===== src/rtl/sid_mixer_tdm.sv =====
// sid_mixer_tdm: time-multiplexed SID voice mixer with
// filter routing, post-filter sum and master volume.
//
// Ports:
//   clk, iRstN         clock, async active-low reset
//   clkEn              sample strobe, starts one mix frame
//   iVoices            packed signed voice samples
//   iWE/iAddr/iDataW   register write port (0x17 route, 0x18 mode/vol)
//   iLP/iBP/iHP        signed filter outputs
//   oDataR             last written byte
//   oPreFilter/oBypass saturated filter-input and bypass sums
//   oMixValid          pulse when the two sums update
//   oOut/oOutValid     final volume-scaled output and its pulse
//   oOverrun           sticky: strobe arrived during a frame
module sid_mixer_tdm #(
    parameter int NUM_VOICES = 3,
    parameter int VOICE_W    = 16,
    parameter int HEADROOM   = 3,
    parameter int MIX_DC     = -7489,
    parameter int MUTE_IDX   = 2
) (
    input  logic                          clk,
    input  logic                          iRstN,
    input  logic                          clkEn,
    input  logic [NUM_VOICES*VOICE_W-1:0] iVoices,
    input  logic                          iWE,
    input  logic [4:0]                    iAddr,
    input  logic [7:0]                    iDataW,
    input  logic [15:0]                   iLP,
    input  logic [15:0]                   iBP,
    input  logic [15:0]                   iHP,
    output logic [7:0]                    oDataR,
    output logic [15:0]                   oPreFilter,
    output logic [15:0]                   oBypass,
    output logic                          oMixValid,
    output logic [15:0]                   oOut,
    output logic                          oOutValid,
    output logic                          oOverrun
);

    localparam int ACC_W = VOICE_W + 4;
    localparam int VW    = NUM_VOICES * VOICE_W;

    localparam logic [2:0] ST_IDLE  = 3'd0;
    localparam logic [2:0] ST_ACCUM = 3'd1;
    localparam logic [2:0] ST_SAT   = 3'd2;
    localparam logic [2:0] ST_POST  = 3'd3;
    localparam logic [2:0] ST_VOL   = 3'd4;

    localparam logic [2:0] LAST_IDX = 3'(NUM_VOICES - 1);
    localparam logic [2:0] MUTE_I   = 3'(MUTE_IDX);

    logic [2:0]            state_q, state_d;
    logic [2:0]            idx_q, idx_d;
    logic [NUM_VOICES-1:0] route_q, route_d;
    logic [2:0]            mode_q, mode_d;
    logic [3:0]            vol_q, vol_d;
    logic                  mute_q, mute_d;
    logic [7:0]            last_q, last_d;

    // Per-frame snapshot so register writes only hit the next frame
    logic [VW-1:0]         s_voices_q, s_voices_d;
    logic [NUM_VOICES-1:0] s_route_q, s_route_d;
    logic [2:0]            s_mode_q, s_mode_d;
    logic [3:0]            s_vol_q, s_vol_d;
    logic                  s_mute_q, s_mute_d;

    logic signed [ACC_W-1:0] pre_acc_q, pre_acc_d;
    logic signed [ACC_W-1:0] byp_acc_q, byp_acc_d;

    logic [15:0] pre_out_q, pre_out_d;
    logic [15:0] byp_out_q, byp_out_d;
    logic [15:0] post_q, post_d;
    logic [15:0] out_q, out_d;
    logic        mix_valid_q, mix_valid_d;
    logic        out_valid_q, out_valid_d;
    logic        overrun_q, overrun_d;

    logic [VOICE_W-1:0]      voice_sel;
    logic                    route_bit;
    logic signed [ACC_W-1:0] voice_shr;
    logic signed [18:0]      post_sum;
    logic signed [20:0]      vol_prod;

    function automatic logic [15:0] sat16(input logic signed [31:0] v);
        if (v > 32'sd32767) begin
            return 16'h7fff;
        end else if (v < -32'sd32768) begin
            return 16'h8000;
        end else begin
            return v[15:0];
        end
    endfunction

    // Voice and route bit for the current accumulate slot
    always_comb begin
        voice_sel = '0;
        route_bit = 1'b0;
        for (int k = 0; k < NUM_VOICES; k++) begin
            if (idx_q == 3'(k)) begin
                voice_sel = s_voices_q[k*VOICE_W +: VOICE_W];
                route_bit = s_route_q[k];
            end
        end
        voice_shr = ACC_W'(signed'(voice_sel)) >>> HEADROOM;
    end

    always_comb begin
        post_sum = 19'(signed'(byp_out_q)) + 19'(MIX_DC);
        if (s_mode_q[0]) post_sum = post_sum + 19'(signed'(iLP));
        if (s_mode_q[1]) post_sum = post_sum + 19'(signed'(iBP));
        if (s_mode_q[2]) post_sum = post_sum + 19'(signed'(iHP));
        vol_prod = 21'(signed'(post_q))
                 * 21'(signed'({1'b0, s_vol_q}));
    end

    always_comb begin
        state_d     = state_q;
        idx_d       = idx_q;
        route_d     = route_q;
        mode_d      = mode_q;
        vol_d       = vol_q;
        mute_d      = mute_q;
        last_d      = last_q;
        s_voices_d  = s_voices_q;
        s_route_d   = s_route_q;
        s_mode_d    = s_mode_q;
        s_vol_d     = s_vol_q;
        s_mute_d    = s_mute_q;
        pre_acc_d   = pre_acc_q;
        byp_acc_d   = byp_acc_q;
        pre_out_d   = pre_out_q;
        byp_out_d   = byp_out_q;
        post_d      = post_q;
        out_d       = out_q;
        mix_valid_d = 1'b0;
        out_valid_d = 1'b0;
        overrun_d   = overrun_q;

        if (iWE) begin
            last_d = iDataW;
            if (iAddr == 5'h17) begin
                route_d = iDataW[NUM_VOICES-1:0];
            end
            if (iAddr == 5'h18) begin
                mute_d = iDataW[7];
                mode_d = iDataW[6:4];
                vol_d  = iDataW[3:0];
            end
        end

        if (clkEn && (state_q != ST_IDLE)) begin
            overrun_d = 1'b1;
        end

        case (state_q)
            ST_IDLE: begin
                if (clkEn) begin
                    s_voices_d = iVoices;
                    s_route_d  = route_q;
                    s_mode_d   = mode_q;
                    s_vol_d    = vol_q;
                    s_mute_d   = mute_q;
                    pre_acc_d  = '0;
                    byp_acc_d  = '0;
                    idx_d      = 3'd0;
                    state_d    = ST_ACCUM;
                end
            end
            ST_ACCUM: begin
                if (route_bit) begin
                    pre_acc_d = pre_acc_q + voice_shr;
                end else if (!(s_mute_q && (idx_q == MUTE_I))) begin
                    byp_acc_d = byp_acc_q + voice_shr;
                end
                if (idx_q == LAST_IDX) begin
                    state_d = ST_SAT;
                end else begin
                    idx_d = idx_q + 3'd1;
                end
            end
            ST_SAT: begin
                pre_out_d   = sat16(32'(pre_acc_q));
                byp_out_d   = sat16(32'(byp_acc_q));
                mix_valid_d = 1'b1;
                state_d     = ST_POST;
            end
            ST_POST: begin
                post_d  = sat16(32'(post_sum));
                state_d = ST_VOL;
            end
            ST_VOL: begin
                // floor division by 16 via arithmetic shift
                out_d       = 16'(vol_prod >>> 4);
                out_valid_d = 1'b1;
                state_d     = ST_IDLE;
            end
            default: begin
                state_d = ST_IDLE;
            end
        endcase
    end

    always_ff @(posedge clk or negedge iRstN) begin
        if (!iRstN) begin
            state_q     <= ST_IDLE;
            idx_q       <= '0;
            route_q     <= '0;
            mode_q      <= '0;
            vol_q       <= 4'hF;
            mute_q      <= 1'b0;
            last_q      <= '0;
            s_voices_q  <= '0;
            s_route_q   <= '0;
            s_mode_q    <= '0;
            s_vol_q     <= '0;
            s_mute_q    <= 1'b0;
            pre_acc_q   <= '0;
            byp_acc_q   <= '0;
            pre_out_q   <= '0;
            byp_out_q   <= '0;
            post_q      <= '0;
            out_q       <= '0;
            mix_valid_q <= 1'b0;
            out_valid_q <= 1'b0;
            overrun_q   <= 1'b0;
        end else begin
            state_q     <= state_d;
            idx_q       <= idx_d;
            route_q     <= route_d;
            mode_q      <= mode_d;
            vol_q       <= vol_d;
            mute_q      <= mute_d;
            last_q      <= last_d;
            s_voices_q  <= s_voices_d;
            s_route_q   <= s_route_d;
            s_mode_q    <= s_mode_d;
            s_vol_q     <= s_vol_d;
            s_mute_q    <= s_mute_d;
            pre_acc_q   <= pre_acc_d;
            byp_acc_q   <= byp_acc_d;
            pre_out_q   <= pre_out_d;
            byp_out_q   <= byp_out_d;
            post_q      <= post_d;
            out_q       <= out_d;
            mix_valid_q <= mix_valid_d;
            out_valid_q <= out_valid_d;
            overrun_q   <= overrun_d;
        end
    end

    assign oDataR     = last_q;
    assign oPreFilter = pre_out_q;
    assign oBypass    = byp_out_q;
    assign oMixValid  = mix_valid_q;
    assign oOut       = out_q;
    assign oOutValid  = out_valid_q;
    assign oOverrun   = overrun_q;

endmodule


===== config.mk =====
export PLATFORM = sky130hd
export DESIGN_NAME = sid_mixer_tdm
export DESIGN_NICKNAME = d
export VERILOG_FILES = /design/src/rtl/sid_mixer_tdm.sv
export SDC_FILE = /design/constraint.sdc
export NUM_CORES = 1
export LEC_CHECK = 0
export CORE_MARGIN = 2
export CORE_UTILIZATION = 25
export DETAILED_ROUTE_END_ITERATION = 7
export GPL_TIMING_DRIVEN = 0
export PLACE_DENSITY = 0.45
export SKIP_CTS_REPAIR_TIMING = 1
export SLEW_MARGIN = 30
export SYNTH_ARGS = -nofsm -noshare
export SYNTH_HDL_FRONTEND = slang
export SYNTH_SLANG_ARGS = --single-unit

===== constraint.sdc =====
create_clock -name clk -period 10.3 [get_ports clk]
set_input_delay 2.06 -clock clk [delete_from_list [all_inputs] [get_ports clk]]
set_output_delay 2.06 -clock clk [all_outputs]
set_load 0.02 [all_outputs]

==> results.json <==
{
  "status": "finished, final reports clean",
  "htree_levels": 4,
  "pin_count": 172,
  "fp-row-count": 88,
  "root_buffer": "clkbuf_16",
  "diodes": 0,
  "start_util_pct": 25.14,
  "crit_arrival_ns": 8.90,
  "critPathMaxStageDelay_ns": 0.60,
  "cts_inserted_buffers": 17,
  "tightestPinTransition_ns": 0.7555,
  "cp_top_family": "compound AO/OA/AOI/OAI gates",
  "portBuffers": 161,
  "crit_fanout": 9,
  "cts_tree": "built",
  "mostFrequentLayoutCells": "nand2_1 (342), dfrtp_1 (178), clkdlybuf4s50_1 (160), ha_1 (133), inv_1 (123)",
  "setup_violations": 0,
  "worstPathRequired_ns": 10.65,
  "cp_slowest_cell": "clkdlybuf4s50_1",
  "clock_latency_ns": 0.48,
  "rr_endpoint": "post_q[7]",
  "synth_edf_count": 0,
  "nets": 2189,
  "worstHoldStart": "s_voices_q[31]",
  "cp_num_buf_inv": 3,
  "drc": 0,
  "fp.dieArea_um2": 59620,
  "final.setup_skew_ns": 0.01727,
  "grt_pass1_wl_mm": 72.21,
  "wire_per_inst_um": 16.93,
  "die_w_um": 244.2,
  "ff2ff_setup_slack_ns": 3.01,
  "synth_ff_type": "dfrtp_1",
  "placedCellCount": 2653,
  "viasPerCell": 4.722,
  "path_clk_slew_ns": 0.08,
  "ant_nets": 0,
  "fin_crit_ns": 8.548,
  "synth_area_um2": 14420,
  "core_area_um2": 57370,
  "max-cap-violations": 0,
  "grt_pass1_vias": 12824,
  "worstSetupPathType": "input pin to flip-flop",
  "fmax_mhz": 117.0,
  "drt_iter0_markers": 671,
  "grt_util_all_layers_pct": 15.56,
  "vias": 12679,
  "antenna_found_initial": 0,
  "rr_startpoint": "oBypass[0]",
  "async_flop_share_pct": 100.0,
  "cts.sinks": 182,
  "period_share_pct": 82.99,
  "drv_slew": 0,
  "syn_area_per_cell_um2": 8.369,
  "gp_congestion": 0.8509,
  "fillers": 6034,
  "wl_mm": 45.45,
  "netlist-cell-type-count": 80,
  "synth-seq-cells": 182,
  "fin_cells": 2685,
  "hold_viol_final": 0,
  "synth_fp_nets": 2005,
  "grt_max_degree": 74,
  "ys_seq_area_share_pct": 31.62,
  "synthCells": 1723,
  "gr-total-overflow": 0,
  "areaGrowthSynthToFinish_pct": 22.73,
  "hold_end": "s_voices_q[31]",
  "hold_depth": 2,
  "cts_buffer_depth": 2,
  "crit_top_cell": "ha_1",
  "crit_path_start_kind": "input pin",
  "maxSlewHeadroom_pct": 49.63,
  "drt-pass1-iter-count": 5,
  "post-dp-hpwl_mm": 36.73,
  "rsz0062_at_grt": "false",
  "drive_above_1_share_pct": 5.000,
  "hold_path.class": "flip-flop to flip-flop",
  "yosysWarningCount": 0,
  "setup_tns_ns": 0,
  "cp-end-kind": "flip-flop",
  "layout_commonest_cell": "nand2_1",
  "die_y_um": 244.2,
  "reg2reg_depth": 31
}
[flip-flops by register name (all words and copies together) (netlist names)]
register    count
s_route_q       3
mode_q          3
idx_q           3
byp_acc_q      20
mute_q          1
oMixValid       1
route_q         3
oPreFilter     16
s_voices_q     39
oOverrun        1
oOut           16
pre_acc_q      20
oBypass        16
oOutValid       1
oDataR          8
vol_q           4
post_q         16
s_mode_q        3
s_vol_q         4
s_mute_q        1
state_q         3
[layer usage]
metal | part of all wire (%) | track usage, %
met1 | 46 | 20.25
met2 | 48 | 26.29
met3 | 3.5 | 2.381
met4 | 2.3 | 5.165
met5 | 0 | 0
[through the flow]
step | setup slack (ns) | cell area (um2) | utilization (%) | hold WS [ns]
2_1_floorplan | 2.874 | 14420 | - | 0.4331
3_3_place_gp | -1.474 | 16990 | 29.62 | 0.4603
3_5_place_dp | 1.278 | 17090 | 29.79 | 0.4581
4_1_cts | 1.794 | 17700 | 30.85 | 0.4825
5_1_grt | 1.300 | 17700 | 30.85 | 0.5057
6_report | 1.752 | 17700 | 30.85 | 0.4790
[Yosys cell counts, drive strengths merged, types with 7 or more instances]
| cell type | n | area share, % |
|---|---|---|
| a221oi | 18 | 1.1 |
| a31oi | 16 | 0.80 |
| a21oi | 80 | 2.8 |
| a21o | 27 | 1.4 |
| nand3 | 39 | 1.4 |
| nor3 | 22 | 0.76 |
| ha | 133 | 12 |
| xor2 | 45 | 2.7 |
| a211oi | 21 | 1.2 |
| and2 | 51 | 2.2 |
| nor2 | 123 | 3.2 |
| dfrtp | 178 | 31 |
| o21a | 19 | 0.99 |
| nand2b | 13 | 0.56 |
| or2 | 7 | 0.30 |
| clkbuf | 52 | 1.4 |
| inv | 123 | 3.2 |
| nor2b | 19 | 0.82 |
| nand2 | 342 | 8.9 |
| o21bai | 12 | 0.62 |
| xnor2 | 47 | 2.9 |
| o211ai | 7 | 0.40 |
| mux2i | 8 | 0.56 |
| o31ai | 18 | 0.94 |
| o21ai | 134 | 4.7 |
| fa | 36 | 5.0 |
| mux2 | 33 | 2.6 |
| or3 | 8 | 0.35 |
[cell type report]
type                            instances  area [um2]  share of cell area, %
Inverter                              124       465.4                  2.630
Timing Repair Buffer                  165        1710                  9.664
Tap cell                              765       957.2                  5.408
Buffer                                 56       219.0                  1.237
Sequential cell                       182        4559                  25.76
Clock inverter                         15       182.7                  1.032
Clock buffer                           17       425.4                  2.404
Multi-Input combinational cell       1361        9179                  51.86
[tightest hold or removal path, stage by stage (launching register included)]
cell	delay [ns]
dfrtp_1	0.35
nand2_1	0.05
nand2_1	0.05
[cells by family after synthesis]
| group | share of synthesized area, % |
|---|---|
| buffers and inverters | 4.746 |
| and+or+nand+nor | 19.88 |
| muxes | 3.132 |
| xor gates and xnor gates | 5.640 |
| AOI/OAI and AO/OA | 18.45 |
| DFF | 31.62 |
| adders and majority gates | 16.54 |
[how the worst max path moves through the flow]
stage          cells past startpoint             end    from
3_3_place_gp                       1  s_voices_q[26]   iRstN
2_1_floorplan                     27      post_q[13]  iLP[0]
6_report                          28       post_q[7]  iLP[0]
3_5_place_dp                      28      post_q[13]  iLP[0]
5_1_grt                           28       post_q[1]  iLP[0]
4_1_cts                           28      post_q[13]  iLP[0]
Power is left out: the tool's default activity adds up to more than one toggle a clock period on the data nets, which glitch-free logic cannot reach.
